==> src/rtl/irq_pkg.sv <==
// Shared constants and FSM state type for the interrupt capture stage.
// No logic; consumed by irq_capture and sync_edge.
// No handshakes of its own.
package irq_pkg;

  localparam int N = 8;
  localparam int IDX_W = 3;
  localparam logic [N-1:0] MASK_RST = 8'hFF;

  typedef enum logic [1:0] {
    IDLE   = 2'd0,
    WAIT   = 2'd1,
    SETTLE = 2'd2
  } state_t;

endpackage

==> src/rtl/sync_edge.sv <==
// Two-flop synchroniser per line plus a history flop for rising-edge detect.
// Latency: rise pulses one cycle, two edges after the input is first sampled high.
// No backpressure; a held level produces a single rise pulse.
module sync_edge #(
  parameter int W = 8
) (
  input  logic         clk,
  input  logic         rst,
  input  logic [W-1:0] din,
  output logic [W-1:0] rise
);

  logic [W-1:0] s1;
  logic [W-1:0] s2;
  logic [W-1:0] s3;

  // Metastability chain followed by a history stage for edge detection.
  always_ff @(posedge clk or posedge rst) begin
    if (rst) begin
      s1 <= '0;
      s2 <= '0;
      s3 <= '0;
    end else begin
      s1 <= din;
      s2 <= s1;
      s3 <= s2;
    end
  end

  assign rise = s2 & ~s3;

endmodule

==> src/rtl/irq_capture.sv <==
// Captures async request edges into sticky pending bits, masks them for the external encoder,
// and presents one interrupt at a time to the CPU. Latency: 4 edges from sampled input to irq_req.
// Backpressure: the CPU holds off further requests until it acks; new edges keep accumulating.
module irq_capture
  import irq_pkg::*;
(
  input  logic             clk,
  input  logic             rst,
  input  logic [N-1:0]     irq_in,
  input  logic             mask_we,
  input  logic [N-1:0]     mask_wdata,
  output logic [N-1:0]     mask,
  output logic [N-1:0]     irq_vec,
  input  logic [IDX_W-1:0] enc_out,
  input  logic             enc_valid,
  output logic             irq_req,
  output logic [IDX_W-1:0] irq_id,
  input  logic             irq_ack
);

  logic [N-1:0]     rise;
  logic [N-1:0]     pending;
  logic [N-1:0]     clr;
  state_t           state;
  state_t           state_nxt;
  logic             req_nxt;
  logic [IDX_W-1:0] id_nxt;

  sync_edge #(.W(N)) u_sync (
    .clk  (clk),
    .rst  (rst),
    .din  (irq_in),
    .rise (rise)
  );

  // Serviced bit is cleared on ack; a same-cycle edge re-sets it (set wins).
  always_ff @(posedge clk or posedge rst) begin
    if (rst) begin
      pending <= '0;
    end else begin
      pending <= (pending & ~clr) | rise;
    end
  end

  // Mask register; masked lines still pend, they are only hidden from the encoder.
  always_ff @(posedge clk or posedge rst) begin
    if (rst) begin
      mask <= MASK_RST;
    end else if (mask_we) begin
      mask <= mask_wdata;
    end
  end

  assign irq_vec = pending & mask;

  // Handshake state and the registered outputs presented to the CPU.
  always_ff @(posedge clk or posedge rst) begin
    if (rst) begin
      state   <= IDLE;
      irq_req <= 1'b0;
      irq_id  <= '0;
    end else begin
      state   <= state_nxt;
      irq_req <= req_nxt;
      irq_id  <= id_nxt;
    end
  end

  // Next-state logic; enc_out is only looked at when enc_valid says it is meaningful.
  always_comb begin
    state_nxt = state;
    req_nxt   = irq_req;
    id_nxt    = irq_id;
    clr       = '0;
    case (state)
      IDLE: begin
        if (enc_valid) begin
          id_nxt    = enc_out;
          req_nxt   = 1'b1;
          state_nxt = WAIT;
        end
      end
      WAIT: begin
        if (irq_ack) begin
          clr[irq_id] = 1'b1;
          req_nxt     = 1'b0;
          state_nxt   = SETTLE;
        end
      end
      SETTLE: begin
        // One idle cycle so the encoder output reflects the cleared bit.
        state_nxt = IDLE;
      end
      default: begin
        req_nxt   = 1'b0;
        state_nxt = IDLE;
      end
    endcase
  end

endmodule

==> config.mk <==
export PLATFORM = sky130hd
export DESIGN_NAME = irq_capture
export DESIGN_NICKNAME = d
export VERILOG_FILES = /design/src/rtl/irq_pkg.sv /design/src/rtl/sync_edge.sv /design/src/rtl/irq_capture.sv
export SDC_FILE = /design/constraint.sdc
export NUM_CORES = 1
export LEC_CHECK = 0
export ABC_AREA = 1
export BUFFER_PORTS_ARGS = -buffer_cell sky130_fd_sc_hd__buf_2
export CAP_MARGIN = 10
export CORE_MARGIN = 2
export CORE_UTILIZATION = 45
export DETAILED_ROUTE_END_ITERATION = 12
export PLACE_DENSITY_LB_ADDON = 0.08
export REMOVE_ABC_BUFFERS = 1
export SKIP_LAST_GASP = 1
export SYNTH_ARGS = -nofsm -noshare
export SYNTH_HDL_FRONTEND = slang
export SYNTH_SLANG_ARGS = --single-unit
==> constraint.sdc <==
create_clock -name clk -period 1.8 [get_ports clk]
set_input_delay 0.36 -clock clk [delete_from_list [all_inputs] [get_ports clk]]
set_output_delay 0.36 -clock clk [all_outputs]
set_load 0.05 [all_outputs]
Word-level counts from Yosys, hierarchy flattened
Index checks and enable logic that the tools add are counted.
{"block": "word_totals", "n_memories": 0, "latch_bits": 0, "output_inout_bits": 20, "mem_bits_rw": 0, "romBits": 0, "register_bits": 46}
{"block": "op_classes", "n_shift": 0, "bitwise": 7, "n_addsub": 0, "multipliers": 0, "mux": 10, "reduce_logical": 5, "eq_ne": 4, "div": 0, "n_lt_le_gt_ge": 2}
{"cell": "$and 8x8->8", "n": 3}
{"cell": "$mux 8", "n": 2}
{"cell": "$not 8->8", "n": 2}
{"cell": "$or 8x8->8", "n": 1}
{"cell": "$lt 3x4->1 const B", "n": 1}
{"cell": "$mux 2", "n": 2}
{"cell": "$ne 2x2->1 const B", "n": 2}
{"cell": "$pmux 2 s2", "n": 1}
{"cell": "$reduce_and 2->1", "n": 2}
{"cell": "$demux 1 s3", "n": 1}
{"cell": "$ge 3x1->1 const B", "n": 1}
{"cell": "$mux 1", "n": 3}
{"cell": "$pmux 1 s3", "n": 1}
{"cell": "$reduce_and 3->1", "n": 1}
{"cell": "$eq 2x1->1 const B", "n": 1}
{"cell": "$eq 2x2->1 const B", "n": 1}
{"cell": "$logic_not 2->1", "n": 1}
{"cell": "$logic_and 1x1->1", "n": 1}
{"cell": "$not 1->1", "n": 1}

Depth between registers and ports, before layout
{"block": "depth", "word_depth": 9, "depth_mapped": 6, "depth_no_buf": 6}

By module
Synthesis repeated with hierarchy kept, for this count alone.
{"block": "unflattened", "hier_cells": 146, "hier_area_um2": 1645.3}
{"mod": "irq_capture", "area_per_inst_um2": 960.9, "cells_each": 105, "seq_area_each_um2": 560.5, "n_inst": 1}
{"mod": "sync_edge", "area_per_inst_um2": 684.4, "cells_each": 41, "seq_area_each_um2": 600.6, "n_inst": 1}

Worst setup path after synthesis
OpenSTA, ideal clock, no wires.
{"block": "synth_timing", "path_kind": "flip-flop to output port", "start": "reg mask[0]", "end": "out irq_vec[0]", "slack_ns": 0.369, "required_time_ns": 1.440, "n_path_buf": 0, "arrival_ns": 1.071, "path_stages_with_launch": 3, "path_cell_list": "dfstp_2 -> nand2_1 -> inv_1"}
{"block": "synth_between", "elab_chain_cells": 1}
{"element": "start: declaration", "line_no": "irq_capture.sv:12", "rtl": "output logic [N-1:0] mask,"}
{"element": "start signal: assignment", "line_no": "irq_capture.sv:50", "rtl": "mask <= mask_wdata;"}
{"element": "$and 8x8->8", "line_no": "irq_capture.sv:54", "rtl": "assign irq_vec = pending & mask;"}
{"element": "end: declaration", "line_no": "irq_capture.sv:13", "rtl": "output logic [N-1:0] irq_vec,"}
No other way between the ends.

Final worst setup path
{"block": "layout_timing", "start": "reg mask[7]", "end": "out irq_vec[7]"}
Same word-level chain as after synthesis.

==> run metrics <==
largest net degree at the start of global routing 47; Resize count post-CTS 0; IO buf count 43; XOR/XNOR Fraction of Synth Area 0%; leak pwr 1.052 nW; CTS Buf Count 5; vias 1039; hold buffer count at CTS 0; largest family of logic cells by synthesized area simple AND/OR/NAND/NOR gates; reg2reg setup slack around 0.8 ns; TritonCTS clock tree built; Synth warnings 0; WL final roughly 2.5 mm; Setup crit end kind output port; Fmax achieved 620.8 MHz; Netlist cell types 15; Die W 63.82 µm; global-route wire length before repair 4.360 mm; initial core utilization 47.51%; Post-Synthesis Cell Area 1610 µm²; total track usage between 10% and 20%; final slew viol count 0; antenna violations before repair 0; Slew @ Worst Pin 0.5490 ns; simple-gate share of the synthesized area 12.28%; routability cong. 0.7378; Tmin final approximately 1.6 ns; Post-Route Setup TNS 0 ns; Die ar. 4073 µm²; worst hold slack 0.09805 ns; total power around 0.0027 W; RSZ-0062 raised after global routing no; post-route ant nets 0; Synth Area in Adders 0%; H-Tree Level Count 2; register area share after synthesis between 70% and 80%; Post-CTS Setup Bufs 0; commonest non-fill, non-tap cell in the layout buf_2; final setup violation count 0; Cells after Synth 137; Clk Latency, worst-skew pair between 0.3 and 0.4 ns; multiplexer share of the synthesized area 5.594%; worst-path fanout max 3; Setup crit start kind register; Power Dens Cells 1377 nW/µm²; Synth Area in Compound Gates around 3.2%; WP data required around 1.4 ns; number of diodes 0; status complete, no violations; met3 wire length 129 µm; post-route DRC violation count 0; Tcrit/Tclk final between 80 and 90%; final hold vios 0; Site Rows 21; DR iter-0 viols between 50 and 60; dpl hpwl 1.830 mm; Post-Syn Area per Cell 11.75 µm²; Via density between 4 and 5; Post-Place Worst Slack approximately 0.58 ns; wire length on met2 about 1.2 mm; Max-Cap Viols 0; cell count after placement 226; Final Non-Filler Cells 234; final setup margin 0.1892 ns; die height 63.82 µm; worst hold path type input pin to register; Worst-path clk slew between 0.1 and 0.15 ns; Worst Path Class, Setup register to output port; CTS Sinks 46; drt pass-1 iters 4; Final nets about 210; Max Buffers Root-to-Sink 2; clock skew 0.007527 ns; CP arrival 1.25 ns; Root Buffer clkbuf_4; Metal-1 WL approximately 1.1 mm; area growth from synthesis to final layout 23.70%; DR WL/cell approximately 11 µm; VDD IR max 714.4 µV; register bit total from synthesis 46; most frequent cells in the layout buf_2, nand2_1, dfrtp_1, inv_1; GRT overflow 0; I/O pin cnt 44; Core ar. about 3400 µm²; Max Used Layer met4; vias in the first global route 1038; Slew headroom 63.40%; layout cell share with drive strength beyond 1 about two fifths
[worst max-delay path: stages (launching register included)]
cell	delay (ns)
dfstp_2	0.56
nand2_1	0.05
inv_1	0.04
buf_2	0.25
[per-layer routing]
metal  global-route usage, %  vias to the layer above
li1                        -                      513
met2                   22.66                       32
met3                   3.697                        6
met4                   7.337                        0
met5                       0                        -
met1                   17.29                      488
[cell type report]
type,count,area (µm²)
multi-input cells,62,339.1
well taps,46,57.56
clock buffers,5,37.54
flip-flops and latches,46,1161
inverters,28,105.1
fillers,300,1398
repair buffers,44,222.7
clock inverters,3,68.82
[sequential cells by signal, indices dropped and copies added (netlist names)]
signal	cells
mask	8
u_sync.s3	8
state	2
pending	8
irq_req	1
irq_id	3
u_sync.s1	8
u_sync.s2	8
[synth_stat cells (all sizes together)]
master | number | share of area, %
dfrtp | 38 | 59
nand2 | 38 | 8.9
inv | 28 | 6.5
dfstp | 8 | 13
mux2 | 8 | 5.6
o21ai | 8 | 2.7
nor2 | 4 | 1.4
nand3 | 2 | 1.2
buf | 1 | 0.31
nand4 | 1 | 0.78
o31ai | 1 | 0.47
[per-stage QoR]
step                      utilization, %  instance area [µm²]
after global placement             55.63                 1886
after detailed placement           55.63                 1886
final                              58.77                 1992
after CTS                          58.77                 1992
after global routing               58.77                 1992
after floorplan                        -                 1605
[cell families after synthesis]
logic type      after synthesis
mux                           8
buf+inv                      29
flops                        46
simple gates                 45
compound gates                9
[path summary, 6_finish.rpt]
kind,from,depth (start not counted),endpoint
min reg2reg,u_sync.s1[7],0,u_sync.s2[7]
max in group asynchronous,rst,3,mask[0]
max,mask[7],3,irq_vec[7]
min,irq_in[3],1,u_sync.s1[3]
max reg2reg,state[1],6,pending[2]
min in group asynchronous,rst,3,u_sync.s2[7]
[power breakdown]
part / switching (W) / total [W] / internal (W)
clock: 0.000324 / 0.000758 / 0.000435
sequential: 0.000101 / 0.00128 / 0.00118
combinational: 0.000528 / 0.000707 / 0.000179
total: 0.000953 / 0.00274 / 0.00179
Power figures use the tool's default switching activity.
